[src/rtl/bist_fail_logger.sv]
// BIST fail logger: compares SRAM read data against the engine's expected data
// one cycle after each read, counts mismatches and logs them. Define BIST_FAIL_LOG_EN for the FIFO log.
module bist_fail_logger #(
    parameter int FAIL_DEPTH = 8,
    parameter int CNT_W      = 9
) (
    input  logic             clk,
    input  logic             rst,
    input  logic             start,
    input  logic [7:0]       addr_in,
    input  logic [3:0]       exp_dat,
    input  logic             w_en_in,
    input  logic             op_done_in,
    input  logic [3:0]       mem_rd_dat,
    output logic [CNT_W-1:0] fail_cnt,
    output logic             done,
    output logic             pass,
    output logic             overflow,
    output logic             fail_valid,
    output logic [7:0]       fail_addr,
    output logic [3:0]       fail_xor,
    input  logic             fail_pop
);

    typedef enum logic [1:0] {IDLE, RUN, DRAIN, DONE} state_t;

    state_t state, state_nx;
    logic   clr;

    always_ff @(posedge clk) begin
        if (rst) state <= IDLE;
        else     state <= state_nx;
    end

    // clr marks the edge that enters (or re-enters) RUN and wipes the run's results
    always_comb begin
        state_nx = state;
        clr      = 1'b0;
        case (state)
            IDLE: if (start) begin
                state_nx = RUN;
                clr      = 1'b1;
            end
            RUN: begin
                if (start)           clr      = 1'b1;
                else if (op_done_in) state_nx = DRAIN;
            end
            DRAIN: state_nx = DONE;
            DONE: if (start) begin
                state_nx = RUN;
                clr      = 1'b1;
            end
            default: state_nx = IDLE;
        endcase
    end

    // One-stage compare pipe: read data arrives the cycle after the read
    logic       capture;
    logic       vld_pipe;
    logic [7:0] pipe_addr;
    logic [3:0] pipe_exp;
    logic       fail_ev;

    assign capture = (state == RUN) && !start && !op_done_in && !w_en_in;

    always_ff @(posedge clk) begin
        if (rst || clr) vld_pipe <= 1'b0;
        else            vld_pipe <= capture;
    end

    always_ff @(posedge clk) begin
        if (capture) begin
            pipe_addr <= addr_in;
            pipe_exp  <= exp_dat;
        end
    end

    assign fail_ev = vld_pipe && !clr && (mem_rd_dat != pipe_exp);

    always_ff @(posedge clk) begin
        if (rst || clr)
            fail_cnt <= '0;
        else if (fail_ev && (fail_cnt != {CNT_W{1'b1}}))
            fail_cnt <= fail_cnt + {{(CNT_W-1){1'b0}}, 1'b1};
    end

    assign done = (state == DONE);
    assign pass = done && (fail_cnt == '0);

`ifdef BIST_FAIL_LOG_EN
    localparam int AW = $clog2(FAIL_DEPTH);

    logic [AW:0]  wr_ptr, rd_ptr;
    logic [11:0]  log_mem [FAIL_DEPTH];
    logic         empty, full, push_ev, pop_ev;
    logic [11:0]  head;

    assign empty   = (wr_ptr == rd_ptr);
    assign full    = (wr_ptr[AW] != rd_ptr[AW]) && (wr_ptr[AW-1:0] == rd_ptr[AW-1:0]);
    assign pop_ev  = fail_pop && !empty;
    // a pop in the same cycle frees the slot, so a full log still accepts the push
    assign push_ev = fail_ev && (!full || pop_ev);

    always_ff @(posedge clk) begin
        if (rst || clr) begin
            wr_ptr <= '0;
            rd_ptr <= '0;
        end else begin
            if (push_ev) wr_ptr <= wr_ptr + {{AW{1'b0}}, 1'b1};
            if (pop_ev)  rd_ptr <= rd_ptr + {{AW{1'b0}}, 1'b1};
        end
    end

    always_ff @(posedge clk) begin
        if (push_ev) log_mem[wr_ptr[AW-1:0]] <= {pipe_addr, pipe_exp ^ mem_rd_dat};
    end

    always_ff @(posedge clk) begin
        if (rst || clr)                  overflow <= 1'b0;
        else if (fail_ev && full && !pop_ev) overflow <= 1'b1;
    end

    assign head       = log_mem[rd_ptr[AW-1:0]];
    assign fail_valid = !empty;
    assign fail_addr  = fail_valid ? head[11:4] : 8'h00;
    assign fail_xor   = fail_valid ? head[3:0]  : 4'h0;
`else
    logic       unused_pop;
    logic [7:0] unused_addr;

    assign unused_pop  = fail_pop;
    assign unused_addr = pipe_addr;
    assign overflow    = 1'b0;
    assign fail_valid  = 1'b0;
    assign fail_addr   = 8'h00;
    assign fail_xor    = 4'h0;
`endif

endmodule

[config.mk]
export PLATFORM = sky130hd
export DESIGN_NAME = bist_fail_logger
export DESIGN_NICKNAME = d
export VERILOG_FILES = /design/src/rtl/bist_fail_logger.sv
export SDC_FILE = /design/constraint.sdc
export NUM_CORES = 1
export LEC_CHECK = 0
export ABC_CLOCK_PERIOD_IN_PS = 2600
export BUFFER_PORTS_ARGS = -buffer_cell sky130_fd_sc_hd__clkbuf_2
export CAP_MARGIN = 0
export CELL_PAD_IN_SITES_DETAIL_PLACEMENT = 1
export CELL_PAD_IN_SITES_GLOBAL_PLACEMENT = 2
export CORE_MARGIN = 5
export CORE_UTILIZATION = 25
export CTS_BUF_LIST = sky130_fd_sc_hd__clkbuf_16
export CTS_CLUSTER_SIZE = 30
export DETAILED_ROUTE_END_ITERATION = 6
export HOLD_SLACK_MARGIN = 0.03
export PLACE_DENSITY = 0.76
export SETUP_SLACK_MARGIN = 0.2
export SKIP_CTS_REPAIR_TIMING = 1
export SYNTH_ARGS = -nofsm -noshare
export SYNTH_HDL_FRONTEND = slang
export SYNTH_SLANG_ARGS = --single-unit
[constraint.sdc]
create_clock -name clk -period 2.6 [get_ports clk]
set_input_delay 0.13 -clock clk [delete_from_list [all_inputs] [get_ports clk]]
set_output_delay 0.13 -clock clk [all_outputs]
set_load 0.005 [all_outputs]
==> metrics.md, run 1 <==
| Metric | Value |
|---|---|
| MaxCap Viol Count | `0` |
| Inserted Diodes | `0` |
| Min Hold Slack | `62.7 ps` |
| Crit path capture type | `flop` |
| Initial DRC Count | `26` |
| Die ar. | `5180 µm²` |
| I/O Buffers | `23` |
| Post-synth top area share | `0.250` |
| First-pass GRT wire length | `3.72 mm` |
| Clock-pin slew on the worst setup and hold paths | `50 ps` |
| Worst R2R Setup Slack | `560 ps` |
| Starting Density | `0.260` |
| Total negative setup slack | `0 ps` |
| Vias per std cell | `4.51` |
| Clk_lat worst skew | `240 ps` |
| TritonRoute pass-1 iters | `4` |
| Hold Path End | `pipe_exp[3]` |
| CORE AREA | `3690 µm²` |
| Die Width | `72.0 µm` |
| Vias in the first global route | `813` |
| Final cycle utilization of the critical path | `0.784` |
| Final Skew | `5.04 ps` |
| EDFF count, synth | `4` |
| Antenna Nets Post-Route | `0` |
| Register-to-Register Path Depth | `8` |
| Synthesis-to-layout area growth | `19.4%` |
| Mapped Cells | `104` |
| RSZ-0062 raised after global routing | `false` |
| CTS tree | `built` |
| Peak Freq | `491 MHz` |
| Worst hold path type | `in -> reg` |
| Root buf cell | `clkbuf_16` |
| Initial antenna violation count | `0` |
| # IOs | `47` |
| Row count | `22` |
| Ys flop type | `dfxtp_1` |
| Half-perimeter wire length after placement | `1.80 mm` |
| Residual DRC | `0` |
| Avg Cell Area, Syn | `9.23 µm²` |
| Final Setup Violations | `0` |
| Hold Crit Depth | `1` |
| Dominant cell type by area after synthesis | `dfxtp_1` |
| PwrDens | `637 nW/µm²` |
| Largest net degree at the start of global routing | `19` |
| Routability cong. | `0.670` |
| Number of nets in the layout | `158` |
| Routed vias | `799` |
| Tmin final | `2040 ps` |
| Worst r2r dst | `fail_cnt[6]` |
| Area contributors post-synth | `dfxtp_1, edfxtp_1, buf_4` |
| Worst Hold Launch | `exp_dat[3]` |
| Maximum fanout along the worst path | `10` |
| Area of the mapped netlist | `960 µm²` |
| Total routed wirelength | `2.26 mm` |
| Unique masters post-synth | `27` |
| Relative slew slack | `0.437` |
| H-tree levels | `1` |
| Worst Path Arrival | `2210 ps` |
| Share of cells above drive strength 1 | `0.240` |
| P_leak | `0.479 nW` |
| Ys Warns | `0` |
| Slew Viols, Final | `0` |
| Count leader, synth | `buf_4` |
| Clock buffer depth | `2` |
| CTS Buf Count | `3` |
| Worst-margin pin slew | `838 ps` |
| Worst path required time | `2770 ps` |
| RR Startpoint | `fail_cnt[0]` |
| Post-synth ARST share | `0` |
| Register bit total from synthesis | `16` |
| Power Total | `0.000730 W` |
| CP Class | `reg -> reg` |
| Status | `completed` |
| All-layer global routing usage | `0.0908` |
| VDD IR max | `0.332 mV` |
| Die Y-Extent | `72.0 µm` |
| WL per Instance | `12.8 µm` |
| CTS Sinks | `16` |
| Final hold violation count | `0` |
| Total gr overflow | `0` |
| Critical path launch point type | `flop` |
| Seq/Total Area, Yosys | `0.375` |
| Top post-synthesis cells by count | `buf_4, dfxtp_1, a21oi_1, nand2_1` |
-- layout make-up --
| cell class | instances | area [µm²] |
|---|---|---|
| Sequential cell | 16 | 360 |
| Multi-Input combinational cell | 81 | 513 |
| Fill cell | 465 | 2540 |
| Timing Repair Buffer | 23 | 115 |
| Clock inverter | 1 | 3.75 |
| Tap cell | 48 | 60.1 |
| Inverter | 5 | 18.8 |
| Clock buffer | 3 | 75.1 |
-- through the flow --
step,std cells,setup WS [ps],cell area (µm²),utilization
after floorplan,117,769,1010,-
after global placement,173,628,1070,0.289
after detailed placement,173,577,1070,0.289
after CTS,177,548,1150,0.311
after global routing,177,419,1150,0.311
final,177,562,1150,0.311
-- routing by layer --
layer	wire length (µm)	GRT usage
met1	968	0.107
met2	1140	0.153
met3	110	0.0235
met4	37	0.0438
met5	0	0
-- layout by cell type, fill, tap and decap left out, types with 4 or more instances in the layout --
master	instances
edfxtp_1	4
nand3_1	6
nand2_1	7
conb_1	14
xor2_1	4
clkbuf_2	23
or4_1	5
dfxtp_1	12
a21oi_1	8
ha_1	6
o31ai_1	6
inv_1	5
-- flip-flops by register name, summed over array words and instances, names as in the netlist --
register	cells
fail_cnt	9
pipe_exp	4
state	2
vld_pipe	1
-- worst max path at each step --
stage	start	end	slack [ps]	depth (start not counted)
final	fail_cnt[0]	fail_cnt[6]	560	8
after global routing	fail_cnt[0]	fail_cnt[6]	420	8
after floorplan	fail_cnt[0]	fail_cnt[4]	770	8
after detailed placement	fail_cnt[0]	fail_cnt[5]	580	8
after CTS	fail_cnt[0]	fail_cnt[6]	550	8
after global placement	fail_cnt[0]	fail_cnt[3]	630	8
-- worst max-delay path: stages (launching register included) --
cell and delay (ps):
dfxtp_1 350, ha_1 270, nand3_1 100, nor2_1 50, ha_1 170, and2b_2 240, nand2_2 140, or4_1 500
a21oi_1 150
-- kinds of logic after synthesis --
logic type / after synthesis / share of synthesized area
compound gates: 21 / 0.136
xor+xnor: 4 / 0.0365
fa+ha+maj: 6 / 0.0782
buf+inv: 20 / 0.141
flops: 16 / 0.375
other cells: 1 / 0.00391
simple gates: 36 / 0.229
-- where the power goes --
part           switching (W)  internal, W
sequential         0.0000167     0.000273
clock              0.0000948     0.000204
combinational      0.0000837    0.0000581
total               0.000195     0.000535
Note: power is estimated with default switching activity, not from simulation.
==> inputs of run 2 (changes only) <==
Settings changed: ABC_CLOCK_PERIOD_IN_PS 2600 to 1900.
Clock period 2.6 ns to 1.9 ns, I/O delays scaled along.
==> run 2 against run 1 <==
  * Sequential power grew 35%
  * First-iteration DRC count increased by 31%
  * Flip-flop and latch count is the same
  * Register-to-register slack got worse by 470 ps
  * Count of clock-buffer cells in the layout is the same
  * Hold slack got worse by 34 ps
  * Critical endpoint is now fail_cnt[3]
  * Largest cell class unchanged
==> metrics.md, run 2 (same netlist as run 1, synthesis figures left out) <==
| Metric | Value |
|---|---|
| Most flop-heavy register | `fail_cnt` |
| Die ar. | `5180 µm²` |
| Worst path required time | `2080 ps` |
| Clk_lat worst skew | `250 ps` |
| Maximum fanout along the worst path | `6` |
| Number of nets in the layout | `177` |
| Most common cell after layout, fill and taps aside | `clkbuf_2` |
| TritonRoute pass-1 iters | `4` |
| Slew Viols, Final | `0` |
| Worst Path Arrival | `2000 ps` |
| Final Setup Violations | `0` |
| Status | `completed` |
| Tmin final | `1810 ps` |
| Die Width | `72.0 µm` |
| Relative slew slack | `0.593` |
| Residual DRC | `0` |
| Worst Hold Launch | `w_en_in` |
| WL per Instance | `14.2 µm` |
| I/O Buffers | `23` |
| Clock-pin slew on the worst setup and hold paths | `50 ps` |
| P_sw | `0.000295 W` |
| CP startpoint | `fail_cnt[0]` |
| Int Pwr | `0.000745 W` |
| # IOs | `47` |
| Power Total | `0.00104 W` |
| Clk pwr share | `0.412` |
| Root buf cell | `clkbuf_16` |
| VDD IR max | `0.254 mV` |
| Final cycle utilization of the critical path | `0.954` |
| Share of cells above drive strength 1 | `0.432` |
| Sw frac | `0.284` |
| Initial DRC Count | `34` |
| Post-Place Cells | `179` |
| P_leak | `0.593 nW` |
| Critical path launch point type | `flop` |
| CTS tree | `built` |
| Reg power frac | `0.377` |
| Combinational share of power | `0.211` |
| Die Y-Extent | `72.0 µm` |
| Inserted Diodes | `0` |
| Vias per std cell | `4.55` |
| CORE AREA | `3690 µm²` |
| Biggest regs | `fail_cnt x9, pipe_exp x4, state x2` |
| Post-route non-filler standard cell count | `196` |
| Routed vias | `892` |
| Worst hold path type | `in -> reg` |
| Crit path capture type | `flop` |
| Worst-margin pin slew | `606 ps` |
| Final Skew | `3.51 ps` |
| Post-DP Area | `1150 µm²` |
| Starting Density | `0.260` |
| Initial antenna violation count | `0` |
| Largest register FFs | `9` |
| CTS Buf Count | `3` |
| Routability cong. | `0.718` |
| RR Startpoint | `fail_cnt[0]` |
| Clock buffer depth | `2` |
| Peak Freq | `552 MHz` |
| Half-perimeter wire length after placement | `1.92 mm` |
| MaxCap Viol Count | `0` |
| CTS Sinks | `16` |
| Total routed wirelength | `2.78 mm` |
| All-layer global routing usage | `0.101` |
| Antenna Nets Post-Route | `0` |
| Row count | `22` |
| Commonest cells after routing, fill and taps aside | `clkbuf_2, buf_4, conb_1` |
| Total gr overflow | `0` |
| Final hold violation count | `0` |
| Synthesis-to-layout area growth | `45.5%` |
| Seq. cell area | `369 µm²` |
| Total negative setup slack | `0 ps` |
| Vias in the first global route | `875` |
| H-tree levels | `1` |
| Largest net degree at the start of global routing | `19` |
| Final instance area | `1400 µm²` |
| First-pass GRT wire length | `4.15 mm` |
| Multi-input logic area | `602 µm²` |
| PwrDens | `745 nW/µm²` |
| Fill cell count | `453` |
| RSZ-0062 raised after global routing | `true` |
| CP Class | `reg -> reg` |
[run 2: cell types whose count changed in the layout (fill, tap and decap cells not counted), sizes merged]
cell / delta
dlygate4sd3: +4
buf: +15
[run 2: worst max-delay path: stages (launching register included)]
cell     delay [ps]
dfxtp_4         350
ha_4            170
nand3_2          70
nor2_2           40
ha_2            150
and2b_2         270
nand3_4         120
or3_4           420
a21oi_2         150
[run 2: metal layers]
layer,GRT usage,vias to the layer above,part of all wire
li1,-,436,-
met1,0.126,435,0.42
met2,0.168,16,0.52
met3,0.0194,5,0.037
met4,0.0438,0,0.018
met5,0,-,0
[run 2: layout make-up]
type,instances,area share
multi-input cells,81,0.431
well taps,48,0.0430
clock buffers,3,0.0538
flip-flops and latches,16,0.264
clock inverters,1,0.00269
repair buffers,42,0.192
inverters,5,0.0134
[run 2: worst paths after layout]
check | slack (ps) | cells past startpoint | to
worst max-delay path | 90 | 8 | fail_cnt[3]
worst min-delay path | 30 | 2 | vld_pipe
worst min register to register | 530 | 2 | state[1]
worst max register to register | 90 | 8 | fail_cnt[3]
[run 2: stage by stage]
stage                      util  worst slack [ps]  hold WS, ps
after floorplan               -               188          164
after global placement    0.311              86.3          274
after detailed placement  0.311              36.9          276
after CTS                 0.332              26.7         19.6
after global routing      0.379              32.2         40.2
final                     0.379              87.6         29.1
[run 2: power by group through the flow]
stage / Combinational (W) / Clock, W / Sequential (W)
global placement: 0.000195 / 0 / 0.000401
finish: 0.000220 / 0.000428 / 0.000392
global route: 0.000251 / 0.000448 / 0.000397
floorplan: 0.000163 / 0 / 0.000397
detailed placement: 0.000203 / 0 / 0.000403
CTS: 0.000204 / 0.000426 / 0.000396
